`src/rtl/pipelined_adder.sv`:
```
// Carry-pipelined adder/subtractor, one CHUNK of the operands per stage.
// Optional signed-overflow output enabled by defining PIPE_ADDER_OVF_EN.
module pipelined_adder #(
  parameter int WIDTH  = 32,
  parameter int STAGES = 4
) (
  input  logic             clk,
  input  logic             rst,
  input  logic             in_valid,
  output logic             in_ready,
  input  logic [WIDTH-1:0] a,
  input  logic [WIDTH-1:0] b,
  input  logic             cin,
  input  logic             sub,
  output logic             out_valid,
  input  logic             out_ready,
  output logic [WIDTH-1:0] sum,
  output logic             cout
`ifdef PIPE_ADDER_OVF_EN
  ,
  output logic             ovf
`endif
);

  localparam int CHUNK = WIDTH / STAGES;

  logic             w_adv;
  logic [WIDTH-1:0] w_ao [STAGES];
  logic [WIDTH-1:0] w_bo [STAGES];
  logic [WIDTH-1:0] w_so [STAGES];
  logic             w_cq [STAGES];
  logic             w_vq [STAGES];
`ifdef PIPE_ADDER_OVF_EN
  logic             w_ovf;
`endif

  assign w_adv     = !w_vq[STAGES-1] || out_ready;
  assign in_ready  = w_adv;
  assign out_valid = w_vq[STAGES-1];
  assign sum       = w_so[STAGES-1];
  assign cout      = w_cq[STAGES-1];
`ifdef PIPE_ADDER_OVF_EN
  assign ovf       = w_ovf;
`endif

  for (genvar k = 0; k < STAGES; k++) begin : g_stg
    logic [WIDTH-1:0] w_ai;
    logic [WIDTH-1:0] w_bi;
    logic [WIDTH-1:0] w_si;
    logic [WIDTH-1:0] w_res;
    logic             w_ci;
    logic             w_vi;
    logic [CHUNK-1:0] w_sc;
    logic             w_co;
    logic [WIDTH-1:0] r_a;
    logic [WIDTH-1:0] r_b;
    logic [WIDTH-1:0] r_s;
    logic             r_c;
    logic             r_v;

    // B is inverted once on entry, so sub only
    // has to steer the stage-0 carry-in.
    if (k == 0) begin : g_head
      assign w_ai = a;
      assign w_bi = b ^ {WIDTH{sub}};
      assign w_si = '0;
      assign w_ci = sub | cin;
      assign w_vi = in_valid;
    end else begin : g_body
      assign w_ai = w_ao[k-1];
      assign w_bi = w_bo[k-1];
      assign w_si = w_so[k-1];
      assign w_ci = w_cq[k-1];
      assign w_vi = w_vq[k-1];
    end

    assign {w_co, w_sc} =
      {1'b0, w_ai[k*CHUNK +: CHUNK]} +
      {1'b0, w_bi[k*CHUNK +: CHUNK]} +
      {{CHUNK{1'b0}}, w_ci};

    // Merge this stage's chunk into the partial result.
    always_comb begin
      w_res = w_si;
      w_res[k*CHUNK +: CHUNK] = w_sc;
    end

    // Stage register: operands, partial sum, carry, valid.
    always_ff @(posedge clk) begin
      if (rst) begin
        r_a <= '0;
        r_b <= '0;
        r_s <= '0;
        r_c <= 1'b0;
        r_v <= 1'b0;
      end else if (w_adv) begin
        r_a <= w_ai;
        r_b <= w_bi;
        r_s <= w_res;
        r_c <= w_co;
        r_v <= w_vi;
      end
    end

    assign w_ao[k] = r_a;
    assign w_bo[k] = r_b;
    assign w_so[k] = r_s;
    assign w_cq[k] = r_c;
    assign w_vq[k] = r_v;

`ifdef PIPE_ADDER_OVF_EN
    if (k == STAGES-1) begin : g_ovf
      logic w_cmsb;
      logic r_ovf;

      assign w_cmsb = w_ai[WIDTH-1] ^
                      w_bi[WIDTH-1] ^
                      w_sc[CHUNK-1];

      // Overflow flag, aligned with the last stage.
      always_ff @(posedge clk) begin
        if (rst) begin
          r_ovf <= 1'b0;
        end else if (w_adv) begin
          r_ovf <= w_cmsb ^ w_co;
        end
      end

      assign w_ovf = r_ovf;
    end
`endif
  end

endmodule

```
`config.mk`:
```
export PLATFORM = sky130hd
export DESIGN_NAME = pipelined_adder
export DESIGN_NICKNAME = d
export VERILOG_FILES = /design/src/rtl/pipelined_adder.sv
export SDC_FILE = /design/constraint.sdc
export NUM_CORES = 1
export LEC_CHECK = 0
export ABC_CLOCK_PERIOD_IN_PS = 2800
export BUFFER_PORTS_ARGS = -buffer_cell sky130_fd_sc_hd__buf_2
export CORE_UTILIZATION = 50
export CTS_CLUSTER_SIZE = 24
export DETAILED_ROUTE_END_ITERATION = 7
export GPL_TIMING_DRIVEN = 0
export PLACE_DENSITY = 0.71
export SLEW_MARGIN = 20
export SYNTH_ARGS = -nofsm -noshare
export SYNTH_HDL_FRONTEND = slang
export SYNTH_SLANG_ARGS = --single-unit
```
`constraint.sdc`:
```
create_clock -name clk -period 2.8 [get_ports clk]
set_input_delay 0.28 -clock clk [delete_from_list [all_inputs] [get_ports clk]]
set_output_delay 0.28 -clock clk [all_outputs]
set_load 0.02 [all_outputs]
```
==> results.sh <==
export IMPL_finalSetupViolations=0
export IMPL_viasPerCell=5.25
export IMPL_rows=45
export IMPL_worst_path_max_delay_cell="fa_1"
export IMPL_synth_ff_latch_count=184
export IMPL_synthesis_area_um2=7910
export IMPL_min_path_type="in -> reg"
export IMPL_slew_violations=0
export IMPL_grt_max_degree=17
export IMPL_crit_required_ns=3.14
export IMPL_grt_pass1_vias=6126
export IMPL_num_io_pins=105
export IMPL_avgRoutedWirePerCell_um=15.6
export IMPL_cts_resized=0
export IMPL_ctsHoldBuffers=0
export IMPL_gp_congestion=0.912
export IMPL_leakagePower_nw=4.00
export IMPL_initial_utilization_pct=51.6
export IMPL_drtIter0Drc=386
export IMPL_endpoint_kind="flop"
export IMPL_dr_pass1_iters=5
export IMPL_worst_path_buf_inv=3
export IMPL_fmax_ghz=0.443
export IMPL_core_area_um2=15300
export IMPL_yosys_warnings=0
export IMPL_gr_total_overflow=0
export IMPL_grt_pass1_wl_um=31700
export IMPL_syn_nets=1047
export IMPL_clk_insertion_delay_late_ns=0.44
export IMPL_drive_above_1_share_pct=17.9
export IMPL_cap_viol_max_count=0
export IMPL_dieWidth_um=128
export IMPL_grt_use_total_pct=25.5
export IMPL_cp_max_fo=10
export IMPL_outcome="finished, final reports clean"
export IMPL_clk_pin_slew_ns=0.07
export IMPL_nFillCells=1483
export IMPL_wirelength_um=20100
export IMPL_die_area_um2=16300
export IMPL_cp_cell_sequence="buf_2 -> buf_2 -> or2_2 -> fa_1 -> inv_1 -> fa_1 -> nor2b_4 -> o2111a_1 -> or3_1 -> a32o_1"
export IMPL_ys_async_sr_fraction_pct=0
export IMPL_antenna_left=0
export IMPL_cts_sinks=184
export IMPL_cp_data_arrival_time_ns=2.59
export IMPL_antenna_found_initial=0
export IMPL_layout_commonest_cell="nand2_1"
export IMPL_cp_top_family="simple AND/OR/NAND/NOR gates"
export IMPL_vias=6761
export IMPL_layout_common_cells="271 x nand2_1, 184 x dfxtp_1, 151 x a21oi_1, 144 x buf_2, 38 x nor2_1"
export IMPL_area_growth_pct=17.7
export IMPL_fin_nets=1169
export IMPL_max_stage_delay_ns=0.39
export IMPL_period_minus_slack_ns=2.26
export IMPL_drt_drc_violations_left=0
export IMPL_fp_dieH_um=128
export IMPL_path_class="in -> reg"
export IMPL_dp_hpwl_um=14800
export IMPL_synthCells=941
export IMPL_ys_flop_type="dfxtp_1"
export IMPL_finalSetupTns_ns=0
export IMPL_pre_cts_slack_ns=0.0854
export IMPL_tightest_slew_ns=0.794
export IMPL_cts_root_buffer="clkbuf_16"
export IMPL_ys_types=46
export IMPL_power_density_nw_per_um2=654
export IMPL_cp_start_kind="primary input"
export IMPL_vdd_ir_drop_max_v=0.000451
export IMPL_hold_viol=0
export IMPL_postSynthAreaPerCell_um2=8.40
export IMPL_fin_skew_ns=0.0102
export IMPL_rsz0062_at_grt="false"
export IMPL_relSlewSlack_pct=46.9
export IMPL_fin_util_pct=60.8
export IMPL_cts_htree_levels=4
export IMPL_port_buffers=103
export IMPL_antenna_cells=0
export IMPL_cts_buffer_depth=2
export IMPL_p_total_mw=6.08
export IMPL_final_setup_worst_slack_ns=0.543
export IMPL_postCtsSetupRepairBufs=0
export IMPL_ys_seq_area_share_pct=46.6
export IMPL_cts_tree="yes"
export IMPL_synth_edff_count=0
export IMPL_numCtsBuffers=17
export IMPL_fin_crit_sh_pct=80.6
==> logic make-up after synthesis <==
kind of cell               synth area share, %
AOI/OAI and AO/OA                         18.2
and+or+nand+nor                           18.3
buffers and inverters                     4.87
adders and majority gates                 6.46
xor gates and xnor gates                  4.87
DFF                                       46.6
muxes                                    0.712
==> worst register-to-register path: cells and delay by family, from the launching register on <==
family          cells  cell delay (ns)
compound gates      3             0.70
fa+ha+maj           2             0.89
simple gates        1             0.17
flops               1             0.35
==> cell usage after synthesis (3+ instances only) <==
cell type  number  area [um2]
xor2_1         12         105
a21o_1         16         120
nor4_1          3        18.8
fa_1            8         160
buf_2          41         205
mux2_2          5        56.3
nor3_1          4        20.0
nand3b_1        8        60.1
nand2_1       271        1020
xnor2_1        32         280
nor2_1         38         143
ha_1           28         350
a211oi_1       36         270
nor3b_1         3        22.5
dfxtp_1       184        3680
clkbuf_1       14        52.6
buf_1           4        15.0
and3_1          4        25.0
or3_1           4        25.0
nand3_1         3        15.0
o21bai_1        4        30.0
inv_1          13        48.8
a21oi_1       151         756
o2bb2ai_1       4        35.0
buf_6           4        45.0
o22ai_1         3        18.8
o21ai_0        10        50.1
==> where the power goes <==
group          switching (mW)  internal (mW)  total [mW]
logic                   0.367          0.290       0.656
registers               0.110           2.79        2.90
clock network            1.06           1.46        2.52
==> layer usage <==
metal | GRT usage (%) | vias to the layer above | share of wire [%]
li1 | - | 3426 | -
met2 | 42.2 | 191 | 46
met4 | 7.61 | 0 | 1.4
met1 | 34.3 | 3119 | 47
met5 | 0 | - | 0
met3 | 4.05 | 25 | 5.2
==> final cells by class <==
type	count	area [um2]	area share (%)
multi-input combinational	678	3840	41.2
clock inverter	13	166	1.79
sequential	184	3680	39.6
timing repair buffer	103	515	5.54
tap	211	264	2.84
clock buffer	19	453	4.87
buffer	65	333	3.58
inverter	14	52.6	0.565
==> state kept, by name, indices dropped and copies added, names as in the netlist <==
| signal | count |
|---|---|
| out_valid | 1 |
| g_stg.r_c | 3 |
| g_stg.r_s | 48 |
| g_stg.r_b | 48 |
| g_stg.r_a | 48 |
| sum | 32 |
| g_stg.r_v | 3 |
| cout | 1 |
==> final timing paths <==
check / to / cells past startpoint / from / slack [ns]
worst max register to register: g_stg[2].r_c / 6 / g_stg[1].r_a[16] / 0.57
worst max-delay path: g_stg[0].r_s[6] / 10 / sub / 0.54
worst min-delay path: g_stg[0].r_a[25] / 3 / a[25] / 0.08
worst min register to register: sum[17] / 2 / sum[17] / 0.45
==> through the flow <==
| stage | instances | hold slack (ns) | cell area, um2 |
|---|---|---|---|
| after global routing | 1287 | 0.0807 | 9300 |
| after detailed placement | 1255 | 0.441 | 8680 |
| after global placement | 1255 | 0.435 | 8680 |
| after floorplan | 941 | 0.420 | 7910 |
| after CTS | 1287 | 0.0729 | 9300 |
| final | 1287 | 0.0782 | 9300 |
No activity file was read; power rests on OpenSTA's default activity.
